[src/rtl/clk_cycle_counter_if.sv]
// Control and status bundle for the clock-cycle counter.
// The master drives the controls and the slave (the counter) returns status.
interface clk_cycle_counter_if #(
  parameter int WIDTH = 32
);
  logic             en;
  logic             clr;
  logic             load;
  logic [WIDTH-1:0] load_val;
  logic [WIDTH-1:0] cmp_val;
  logic [WIDTH-1:0] count;
  logic             match;
  logic             ovf;
  logic             ovf_sticky;

  modport master (
    output en, clr, load, load_val, cmp_val,
    input  count, match, ovf, ovf_sticky
  );

  modport slave (
    input  en, clr, load, load_val, cmp_val,
    output count, match, ovf, ovf_sticky
  );
endinterface

[src/rtl/clk_cycle_counter.sv]
// Enable-gated clock-cycle counter with a compare-match pulse, a wrap pulse,
// a sticky overflow flag and a synchronous load.
// Every output is a flop, so there is no path from an input to an output.
module clk_cycle_counter #(
  parameter int             WIDTH = 32,
  parameter logic [WIDTH-1:0] STEP  = 1
) (
  input logic              clk,
  input logic              rst,
  clk_cycle_counter_if.slave bus
);

  // The extra top bit is the carry out, and it marks a wrap.
  logic [WIDTH:0]   sum;
  logic [WIDTH-1:0] nxt;

  assign sum = {1'b0, bus.count} + {1'b0, STEP};
  assign nxt = sum[WIDTH-1:0];

  // Priority rst > clr > load > en. Match and ovf only fire on a newly produced count.
  always_ff @(posedge clk) begin
    if (!rst) begin
      bus.count      <= '0;
      bus.match      <= 1'b0;
      bus.ovf        <= 1'b0;
      bus.ovf_sticky <= 1'b0;
    end else if (bus.clr) begin
      bus.count      <= '0;
      bus.match      <= 1'b0;
      bus.ovf        <= 1'b0;
      bus.ovf_sticky <= 1'b0;
    end else if (bus.load) begin
      // A load never wraps, even if an increment would have wrapped this cycle.
      bus.count <= bus.load_val;
      bus.match <= (bus.load_val == bus.cmp_val);
      bus.ovf   <= 1'b0;
    end else if (bus.en) begin
      bus.count <= nxt;
      bus.match <= (nxt == bus.cmp_val);
      bus.ovf   <= sum[WIDTH];
      if (sum[WIDTH]) bus.ovf_sticky <= 1'b1;
    end else begin
      // While holding, the count is not new, so neither pulse may fire.
      bus.match <= 1'b0;
      bus.ovf   <= 1'b0;
    end
  end

endmodule

[src/flat_wrapper.sv]
// flat-port wrapper written by rule: the top's interface ports become plain ports
module clk_cycle_counter_flat 
#(
  parameter int             WIDTH = 32,
  parameter logic [WIDTH-1:0] STEP  = 1
)
  (clk, rst, bus_en, bus_clr, bus_load, bus_load_val, bus_cmp_val, bus_count, bus_match, bus_ovf, bus_ovf_sticky);
  clk_cycle_counter_if #(.WIDTH(WIDTH)) bus_i ();
  input logic clk;
  input logic rst;
  input wire logic [$bits(bus_i.en)-1:0] bus_en;
  input wire logic [$bits(bus_i.clr)-1:0] bus_clr;
  input wire logic [$bits(bus_i.load)-1:0] bus_load;
  input wire logic [$bits(bus_i.load_val)-1:0] bus_load_val;
  input wire logic [$bits(bus_i.cmp_val)-1:0] bus_cmp_val;
  output wire logic [$bits(bus_i.count)-1:0] bus_count;
  output wire logic [$bits(bus_i.match)-1:0] bus_match;
  output wire logic [$bits(bus_i.ovf)-1:0] bus_ovf;
  output wire logic [$bits(bus_i.ovf_sticky)-1:0] bus_ovf_sticky;
  assign bus_i.en = bus_en;
  assign bus_i.clr = bus_clr;
  assign bus_i.load = bus_load;
  assign bus_i.load_val = bus_load_val;
  assign bus_i.cmp_val = bus_cmp_val;
  assign bus_count = bus_i.count;
  assign bus_match = bus_i.match;
  assign bus_ovf = bus_i.ovf;
  assign bus_ovf_sticky = bus_i.ovf_sticky;
  clk_cycle_counter #(.WIDTH(WIDTH), .STEP(STEP)) u_core (.clk(clk), .rst(rst), .bus(bus_i));
endmodule
[config.mk]
export PLATFORM = sky130hd
export DESIGN_NAME = clk_cycle_counter_flat
export DESIGN_NICKNAME = d
export VERILOG_FILES = /design/src/rtl/clk_cycle_counter_if.sv /design/src/rtl/clk_cycle_counter.sv /design/src/flat_wrapper.sv
export SDC_FILE = /design/constraint.sdc
export NUM_CORES = 1
export LEC_CHECK = 0
export CAP_MARGIN = 20
export CORE_ASPECT_RATIO = 1.4
export CORE_UTILIZATION = 35
export CTS_BUF_LIST = sky130_fd_sc_hd__clkbuf_4
export DETAILED_ROUTE_END_ITERATION = 8
export GPL_ROUTABILITY_DRIVEN = 0
export PLACE_DENSITY = 0.66
export SLEW_MARGIN = 20
export SYNTH_ARGS = -nofsm -noshare
export SYNTH_HDL_FRONTEND = slang
export SYNTH_SLANG_ARGS = --single-unit
[constraint.sdc]
create_clock -name clk -period 3.15 [get_ports clk]
set_input_delay 0.63 -clock clk [delete_from_list [all_inputs] [get_ports clk]]
set_output_delay 0.63 -clock clk [all_outputs]
set_load 0.1 [all_outputs]
==> metrics.txt <==
WL final 11250 um; Worst EP required 3.44 ns; leakage 1.605 nW; Post-synth EDFFs 0; Setup Viol. Count Final 0; mapped cell area 3323 sq um; minimum clock period 2.707 ns; Psw 0.4514 mW; hold_ws 0.4765 ns; part of the power in registers 41.0%; final worst-path cycle share 85.94%; CTS Buf Count 5; Critical Setup Path Class register to register; R2R Path Start u_core.bus.count[0]; Worst IR Drop VDD 189.7 uV; combinational group share of total power 36.6%; Die Y 117.3 um; Yosys top cell area share 21.08%; H-tree lvl count 2; CP endpoint kind register; pwr dens 267.8 nW/um^2; drt initial violations 248; CTS tree yes; final net count 606; Initial Utilization 36.39%; mean post-synth cell area 7.502 sq um; dominant cells by area after synthesis dfxtp_1, xnor2_1, xor2_1; synth unique cells 55; routed wl met3 541 um; Slowest-stage cell, CP dfxtp_1; crit path DAT 3.00 ns; Worst setup startpoint u_core.bus.count[0]; r2r setup slk 0.44 ns; Clock Skew 0.02143 ns; Gates resized, CTS repair 0; Worst Max-Slew Pin Slew 0.6663 ns; CP Buf/Inv Count 0; HP Class register to register; commonest non-fill, non-tap cell in the layout clkdlybuf4s50_1; f_max 369.4 MHz; Slew Limit Headroom 55.24%; setup bufs post-CTS 0; wire per inst 17.47 um; Die Footprint 9894 sq um; switch share 38.28%; Routed Antenna Nets 0; worst stage delay on the critical path 0.54 ns; Max Used Layer met4; cell family with most CP delay simple AND/OR/NAND/NOR gates; Post-DP HPWL 8998 um; # rows 41; met1 WL 4444 um; Net Count, Synth 513; Max Cap Viol 0; crit path to u_core.bus.match; synthesis-to-finish area growth 32.53%; Int Pwr 0.7279 mW; Seq/Total Area, Yosys 21.08%; FFs w/ async S/R, synth 0%; largest net degree at the start of global routing 32; total grt overflow 0; Vias/cell 5.508; Clk network pwr share 22.4%; Residual DRC 12; Synth Instances 443; layout cells sized above 1 12.10%; crit path launch type register; Slew Limit Fails 0; outcome finished with violations; failing checks DRC; first-pass GRT wire length 17590 um; antenna violations before repair 0; #FFs+latches synth 35; total negative setup slack 0 ns; hold_buf cts 0; final hold vios 0; most used cell, CP nand4_1; vias 3547; Crit path depth 8; cell type with the largest total area after synthesis dfxtp_1; r2r endpoint u_core.bus.match; Die Span X 84.35 um; most frequent cells in the layout clkdlybuf4s50_1, xnor2_1, nor2_1; Synth Flop Type dfxtp_1; worst r2r path cells 8; Core ar. 9131 sq um; CP Cell Sequence ha_1 -> nand4_1 -> and3b_1 -> and2_1 -> a31oi_1 -> nor4_4 -> nand4_1 -> o31ai_1; vias in the first global route 3404; CTS max path bufs 2; CTS sink count 35; root buf cell clkbuf_4; First-pass DRT Iterations 7; RSZ-0062 raised after global routing no; Clock Latency Late Sink 0.37 ns; Yosys Warn Count 0; ant diodes 0; Max FO, Critical Path 8; IO Port Bufs 103; CTS clock-pin slew for the worst setup and hold paths 0.12 ns; total track usage 23.08%; met2 WL 5851 um; I/O Pins 104
==> power groups by stage <==
stage / Sequential (mW) / Clock [mW] / Combinational (mW)
after detailed placement: 0.493 / 0 / 0.430
after CTS: 0.483 / 0.266 / 0.433
final: 0.484 / 0.264 / 0.432
after global routing: 0.486 / 0.283 / 0.459
after global placement: 0.493 / 0 / 0.429
after floorplan: 0.576 / 0 / 0.167
==> flip-flops by register name, summed over array words and instances (netlist names) <==
signal and flops:
u_core.bus.ovf_sticky 1, u_core.bus.match 1, u_core.bus.ovf 1, u_core.bus.count 32
==> logic make-up after synthesis <==
group	after synthesis	share of synthesized area, %
AND/OR/NAND/NOR	199	32.49
XOR/XNOR	104	27.41
AO/OA/AOI/OAI	60	11.33
buffers and inverters	35	4.593
flip-flops	35	21.08
multiplexers	9	2.711
adder cells (fa/ha/maj)	1	0.3764
==> metal layers <==
metal / up-vias / GRT usage [%]
met2: 127 / 43.33
li1: 1740 / -
met1: 1651 / 26.38
met4: 0 / 10.06
met3: 29 / 2.945
met5: - / 0
==> final cells by class <==
class | count | area (sq um)
clock buffer | 6 | 45.04
clock inverter | 2 | 7.507
fill | 907 | 4727
inverter | 7 | 26.28
multi-input combinational | 373 | 2470
sequential | 35 | 700.7
tap | 107 | 133.9
timing repair buffer | 114 | 1021
==> per-stage QoR <==
step	power, mW	setup slack [ns]	utilization (%)	cell area, sq um	cells
2_1_floorplan	0.7428	0.1161	-	3323	443
3_3_place_gp	0.9212	0.4049	47.66	4352	636
3_5_place_dp	0.9233	0.2948	47.66	4352	636
4_1_cts	1.182	0.4550	48.23	4404	644
5_1_grt	1.228	0.2423	48.23	4404	644
6_report	1.179	0.4430	48.23	4404	644
==> cells in the mapped netlist, drive strengths merged (12+ instances only) <==
cell and count:
nor2 53, clkbuf 16, nor4 16, dfxtp 35
xor2 50, nor3 13, nand3 21, buf 12
nand2 29, o21ai 16, xnor2 54, a21oi 22
nand4 26
==> worst min-delay path by stage <==
stage                                     start               endpoint  depth (start not counted)
final                     u_core.bus.ovf_sticky  u_core.bus.ovf_sticky                          1
after global routing      u_core.bus.ovf_sticky  u_core.bus.ovf_sticky                          1
after CTS                 u_core.bus.ovf_sticky  u_core.bus.ovf_sticky                          1
after detailed placement  u_core.bus.ovf_sticky  u_core.bus.ovf_sticky                          1
after global placement    u_core.bus.ovf_sticky  u_core.bus.ovf_sticky                          1
after floorplan                 bus_load_val[0]    u_core.bus.count[0]                          2
(Power assumes the default switching activity.)
